`config.mk`:
```
export PLATFORM = sky130hd
export DESIGN_NAME = regfile_scoreboard
export DESIGN_NICKNAME = d
export VERILOG_FILES = /design/src/rtl/regfile_scoreboard.sv
export SDC_FILE = /design/constraint.sdc
export NUM_CORES = 2
export LEC_CHECK = 0
export BUFFER_PORTS_ARGS = -buffer_cell sky130_fd_sc_hd__buf_2
export CORE_ASPECT_RATIO = 0.6
export CORE_MARGIN = 8
export CORE_UTILIZATION = 60
export CTS_CLUSTER_DIAMETER = 100
export DETAILED_ROUTE_END_ITERATION = 8
export HOLD_SLACK_MARGIN = 0.06
export MAX_ROUTING_LAYER = met4
export PLACE_DENSITY = 0.77
export REMOVE_ABC_BUFFERS = 1
export SLEW_MARGIN = 20
export SYNTH_ARGS = -nofsm -noshare
export SYNTH_HDL_FRONTEND = slang
export SYNTH_SLANG_ARGS = --single-unit
```
`constraint.sdc`:
```
create_clock -name clk -period 5.55 [get_ports clk]
set_input_delay 0.2775 -clock clk [delete_from_list [all_inputs] [get_ports clk]]
set_output_delay 0.2775 -clock clk [all_outputs]
set_load 0.05 [all_outputs]
```
`src/rtl/regfile_scoreboard.sv`:
```
// Multi-read-port register file with write-to-read bypass and a per-register
// pending bit for RAW (rd_pend) and WAW (iss_block) hazard detection.

module regfile_rd_port #(
   parameter int WIDTH    = 32,
   parameter int ADDR_W   = 5,
   parameter int ZERO_REG = 1,
   parameter int DEPTH    = 2**ADDR_W
) (
   input  logic                        arst_n,
   input  logic [ADDR_W-1:0]           addr,
   input  logic [DEPTH-1:0][WIDTH-1:0] regs,
   input  logic [DEPTH-1:0]            pend,
   input  logic                        wr_en,
   input  logic [ADDR_W-1:0]           wr_addr,
   input  logic [WIDTH-1:0]            wr_data,
   output logic [WIDTH-1:0]            data,
   output logic                        pending
);
   logic is_zero;
   logic is_bypass;

   assign is_zero   = (ZERO_REG != 0) && (addr == '0);
   assign is_bypass = wr_en && (wr_addr == addr);

   // Zero register wins over bypass; bypassed data is never pending.
   always_comb begin
      data    = '0;
      pending = 1'b0;
      if (arst_n && !is_zero) begin
         if (is_bypass) begin
            data = wr_data;
         end else begin
            data    = regs[addr];
            pending = pend[addr];
         end
      end
   end
endmodule

module regfile_scoreboard #(
   parameter int WIDTH    = 32,
   parameter int ADDR_W   = 5,
   parameter int NREAD    = 2,
   parameter int ZERO_REG = 1
) (
   input  logic                    clk,
   input  logic                    arst_n,
   input  logic [NREAD*ADDR_W-1:0] rd_addr,
   output logic [NREAD*WIDTH-1:0]  rd_data,
   output logic [NREAD-1:0]        rd_pend,
   input  logic                    wr_en,
   input  logic [ADDR_W-1:0]       wr_addr,
   input  logic [WIDTH-1:0]        wr_data,
   input  logic                    iss_en,
   input  logic [ADDR_W-1:0]       iss_addr,
   output logic                    iss_block,
   input  logic                    flush
);
   localparam int DEPTH = 2**ADDR_W;

   logic [DEPTH-1:0][WIDTH-1:0] regs;
   logic [DEPTH-1:0]            pend;
   logic                        zero_wr;
   logic                        zero_iss;
   logic                        blk;

   assign zero_wr  = (ZERO_REG != 0) && (wr_addr == '0);
   assign zero_iss = (ZERO_REG != 0) && (iss_addr == '0);

   // A retiring write to the same register clears the hazard this cycle.
   assign blk       = pend[iss_addr] && !(wr_en && (wr_addr == iss_addr)) && !zero_iss;
   assign iss_block = arst_n && blk;

   genvar k;
   generate
      for (k = 0; k < NREAD; k++) begin : g_rd
         regfile_rd_port #(
            .WIDTH    (WIDTH),
            .ADDR_W   (ADDR_W),
            .ZERO_REG (ZERO_REG),
            .DEPTH    (DEPTH)
         ) u_rd (
            .arst_n  (arst_n),
            .addr    (rd_addr[k*ADDR_W +: ADDR_W]),
            .regs    (regs),
            .pend    (pend),
            .wr_en   (wr_en),
            .wr_addr (wr_addr),
            .wr_data (wr_data),
            .data    (rd_data[k*WIDTH +: WIDTH]),
            .pending (rd_pend[k])
         );
      end
   endgenerate

   always_ff @(posedge clk or negedge arst_n) begin
      if (!arst_n) begin
         regs <= '0;
      end else if (wr_en && !zero_wr) begin
         regs[wr_addr] <= wr_data;
      end
   end

   // Set after clear so a new producer owns the register over a same-cycle retire.
   always_ff @(posedge clk or negedge arst_n) begin
      if (!arst_n) begin
         pend <= '0;
      end else if (flush) begin
         pend <= '0;
      end else begin
         if (wr_en)
            pend[wr_addr] <= 1'b0;
         if (iss_en && !blk && !zero_iss)
            pend[iss_addr] <= 1'b1;
      end
   end
endmodule
```
; ---- Yosys cells after proc, flatten, opt, wreduce, memory -nomap -nowiden
; Cells that the tools add are included.
[totals]
elab_cells = 97
register_bits = 1056
input_bits = 57
[op_classes]
n_reduce_logical = 23
muxes = 29
n_eq_ne = 3
n_bitwise = 3
magnitude_cmp = 6
[op_table]
columns = cell, n
row1 = $bwmux W1024, 1
row2 = $mux W32, 11
row3 = $bmux W32 S5, 2
row4 = $demux W32 S5, 1
row5 = $and A32 B32 Y32, 1
row6 = $not A32 Y32, 1
row7 = $or A32 B32 Y32, 1
row8 = $lt A5 B6 Y1 const B, 4
row9 = $logic_not A5 Y1, 4
row10 = $bmux W1 S5, 3
row11 = $eq A5 B5 Y1, 3
row12 = $logic_and A1 B1 Y1, 13
row13 = $demux W1 S5, 2
row14 = $ge A5 B1 Y1 const B, 2
row15 = $mux W1, 9
row16 = $logic_not A1 Y1, 6

; ---- Longest topological paths before layout
[depth]
depth_word = 11
depth_mapped = 11
ltp_nobuf = 6

; ---- By module
; Synthesis repeated with hierarchy kept, for this count alone.
[hier_totals]
cells_unflattened = 4343
area_unflattened_um2 = 57866.7
[by_module_without_submodules]
columns = module, cells_per_inst, seq_area_each_um2, area_per_inst_um2, instances
row1 = regfile_scoreboard, 2477, 26425.3, 40002.1, 1
row2 = regfile_rd_port, 933, 0.0, 8932.3, 2

; ---- Least setup slack after synthesis
; Ideal clock, no wire load.
[synth_path]
kind = in2out
from = in rd_addr[5]
to = out rd_data[61]
t_arrival_ps = 3283
n_path_buf = 5
path_slack_ps = 1989
required_ps = 5273
cell_stages = 10
cell_sequence = buf_6 > buf_8 > buf_6 > buf_4 > buf_6 > mux2i_1 > a22oi_1 > nand3_1 > o2111a_1 > a2111oi_1
[synth_via]
elab_chain_len = 4
word_cells_on_any_way = 9
[synth_lines]
columns = item, line_no
row1 = start: declaration, 49  ; input logic [NREAD*ADDR_W-1:0] rd_addr,
row2 = $bmux W32 S5 (tied with other cells), 34  ; data = regs[addr];
row3 = $mux W32 (not written as such) (tied with other cells), 34
row4 = $mux W32 or $logic_and A1 B1 Y1 (tied branches), "31, 30"
row5 = $mux W32 (*), 30  ; if (arst_n && !is_zero) begin
row6 = end: declaration, 50  ; output logic [NREAD*WIDTH-1:0] rd_data,
; Mark *: on every way between the ends. The rest lies on a longest branch, timed or not. The select of a mux whose other input is x is not followed.

; ---- Final worst setup path
[layout_path]
from = in iss_addr[3]
to = out iss_block
[layout_via]
elab_chain_len = 6
word_cells_on_any_way = 10
[layout_lines]
columns = item, line_no
row1 = start: declaration, 56  ; input logic [ADDR_W-1:0] iss_addr,
row2 = "parallel branches: the longest is 4 deep, another holds $bmux W1 S5", n/a
row3 = $logic_and A1 B1 Y1 (*), 72  ; assign blk = pend[iss_addr] && !(wr_en && (wr_addr == iss_addr)) && !zero_iss;
row4 = $logic_and A1 B1 Y1 (*), 73  ; assign iss_block = arst_n && blk;
row5 = end: declaration, 57  ; output logic iss_block,
; Mark *: on every way between the ends. The select of a mux whose other input is x is not followed.

==> impl_metrics.toml <==
[timing]
slew_headroom = 0.234
drv_slew = 0
finalSetupViolations = 0
fmax_mhz = 261
worst_clock_skew_ns = 0.00909
rsz_0062_raised_after_global_routing = "no"
final_critical_delay_including_setup_and_external_delays_ns = 3.83
worst_slack_on_hold_paths_ns = 0.103
final-hold-violation-count = 0
post-route-period-util = 0.690
worst_pin_slew_ns = 1.15
totalNegativeSetupSlack_ns = 0

[setup_path]
r2r-start = "pend[19]"
critPathKind = "primary input to output pin"
crit_path_start_kind = "primary input"
r2r_setup_slack_ns = 3.09
worst-endpoint-required_ns = 5.27
endpoint_of_the_worst_register_to_register_path = "pend[21]"
worstPathMaxFanout = 17
worstSetupEndpointType = "output pin"
worstPathArrival_ns = 3.55
cells_on_worst_reg2reg_path = 7

[cells_and_area]
mostFrequentLayoutCell = "dfrtp_1"
syn2layout_area_growth_pct = 8.09
layout.core_utilization = 0.651
final_area_sq_um = 62300
fin_nets = 3887
top_library_cells_by_usage_in_the_layout_fill_and_taps_aside = "dfrtp_1, mux2_2, mux4_2"
fillCellCount = 6847
post_layout_nonfiller_instances = 5165
final_layout_size_suffix_gt1_frac = 0.467

[route]
drtIter0Drc = 4856
drt-total-wl_mm = 174
detailroute.via_count = 38194
detail_route.wl_per_cell_um = 33.6
drc = 0
drt_first_pass_iters = 8
ant_nets = 0
per_cell_via_count_in_the_routed_design = 7.39

[clock_network]
tritoncts = "built"
htree_num_levels = 3
cts_resized = 0
clkTransAtPathRegs_ns = 0.06
worstSkewPairLatency_ns = 0.70
buffers_inserted_during_post_cts_setup_optimization = 0
cts.path.max_buffers = 3
cts_hold_buffers = 3
ctsRootBufferMaster = "clkbuf_16"
number_of_sinks_handled_by_clock_tree_synthesis = 1056
cts_buffers = 97

[power]
power_density_nw_per_um2 = 352
power.leakage_nw = 27.7
power.ir.vdd_worst_v = 0.000315

[outcome]
run_status = "complete, no violations"

[floorplanning]
floorplan.die.width_um = 416
core_area_sq_um = 95700
placement_rows = 88
initial_core_util = 0.602
ioPinCount = 124
floorplan.die_area_sq_um = 107000
die_ht_um = 256

[synthesis]
syn_area_per_cell_sq_um = 14.5
async_flop_share = 1.00
synth-warning-count = 0
most_instantiated_flip_flop_cell_in_the_synthesis_netlist = "dfrtp_1"
synthCells = 3983
synth-edff-count = 0
yosys_reg_bits = 1056
ys_seq_area_frac = 0.459
netlist-cell-type-count = 56
synthesis.area_sq_um = 57600

[placed_design]
io_buffer_count = 123
dp_cells = 4988
detailedPlacementHpwl_mm = 98.5
gp_routability_congestion = 0.860
post_dp_cell_area_sq_um = 58900

[hold_path]
hold_class = "primary input to async pin"

[job]
max_cap_violations = 0

[grt]
grt_pass1_vias = 38730
gr-total-overflow = 0
grt_use_total = 0.333
grt_pass1_wl_mm = 262
grt_max_degree = 181
grt_antenna_before_repair = 2
[power breakdown]
part / internal, mW / switching (mW) / leakage, nW
Combinational: 2.61 / 2.02 / 12.5
Sequential: 9.12 / 1.05 / 13.6
Clock: 4.07 / 3.04 / 1.64
Total: 15.8 / 6.12 / 27.7
[layout make-up]
class,instances,area [sq um],share of cell area
Tap cell,1260,1580,0.0253
Timing Repair Buffer,204,1480,0.0238
Clock inverter,34,459,0.00737
Inverter,2,7.51,0.000121
Antenna cell,2,5.00,0.0000804
Sequential cell,1056,26400,0.424
Multi-Input combinational cell,2469,29500,0.473
Clock buffer,138,2840,0.0457
[through the flow]
| stage | setup WS, ns | power, mW |
|---|---|---|
| 5_1_grt | 1.60 | 22.8 |
| 2_1_floorplan | 1.13 | 13.2 |
| 3_3_place_gp | 1.91 | 14.6 |
| 3_5_place_dp | 1.88 | 14.8 |
| 4_1_cts | 1.80 | 21.9 |
| 6_report | 1.72 | 21.9 |
[worst max-delay path, stage by stage]
cell,delay [ns]
dlygate4sd3_1,0.53
buf_2,0.27
or3b_1,0.49
o22ai_1,0.23
a22o_1,0.16
a221oi_1,0.06
a31oi_2,0.73
buf_4,0.38
and2_1,0.16
buf_2,0.26
[cells by family (layout without fill, tap and decap cells)]
group                     Yosys count  after routing  share of synthesized area
muxes                            1761           1761                      0.425
and+or+nand+nor                   210            210                     0.0198
DFF                              1056           1056                      0.459
buffers and inverters             458            378                     0.0349
xor gates and xnor gates           15             15                    0.00228
other                               0              2                          0
AOI/OAI and AO/OA                 483            483                     0.0596
[metal layers]
metal	vias up	routed length, um	track usage
met5	-	0	-
met4	0	6400	0.105
met3	472	20200	0.0945
met2	2232	74200	0.458
met1	20319	72700	0.482
li1	15171	-	-
[how the worst max path moves through the flow]
stage                startpoint           to  slack [ns]  depth (start not counted)
finish              iss_addr[3]    iss_block        1.72                         10
global route        iss_addr[3]    iss_block        1.60                         10
CTS                      arst_n  rd_data[37]        1.80                          7
detailed placement   rd_addr[2]  rd_data[26]        1.88                          9
global placement     rd_addr[3]  rd_data[15]        1.91                          8
floorplan            rd_addr[3]  rd_data[16]        1.13                          6
[sequential cells by signal, summed over array words and instances, names as in the netlist]
signal	cells
pend	32
regs	1024
[cells in the mapped netlist (all sizes together), types with 8 or more instances]
cell type,instances,share of area
a211o,57,0.0087
a21o,29,0.0038
a21oi,90,0.0078
a221oi,38,0.0058
a22oi,32,0.0042
and3,31,0.0034
buf,172,0.016
clkbuf,284,0.018
dfrtp,1056,0.46
mux2,1084,0.21
mux2i,237,0.041
mux4,440,0.17
nand2,59,0.0038
nand2b,19,0.0021
nand3,8,0.00087
nand3b,23,0.0030
nor2,35,0.0023
o21ai,33,0.0029
o21bai,31,0.0040
o221ai,34,0.0052
o22ai,64,0.0069
o31ai,52,0.0068
o32ai,10,0.0015
or3b,9,0.0014
xor2,10,0.0015
No activity file was read; power rests on OpenSTA's default activity.
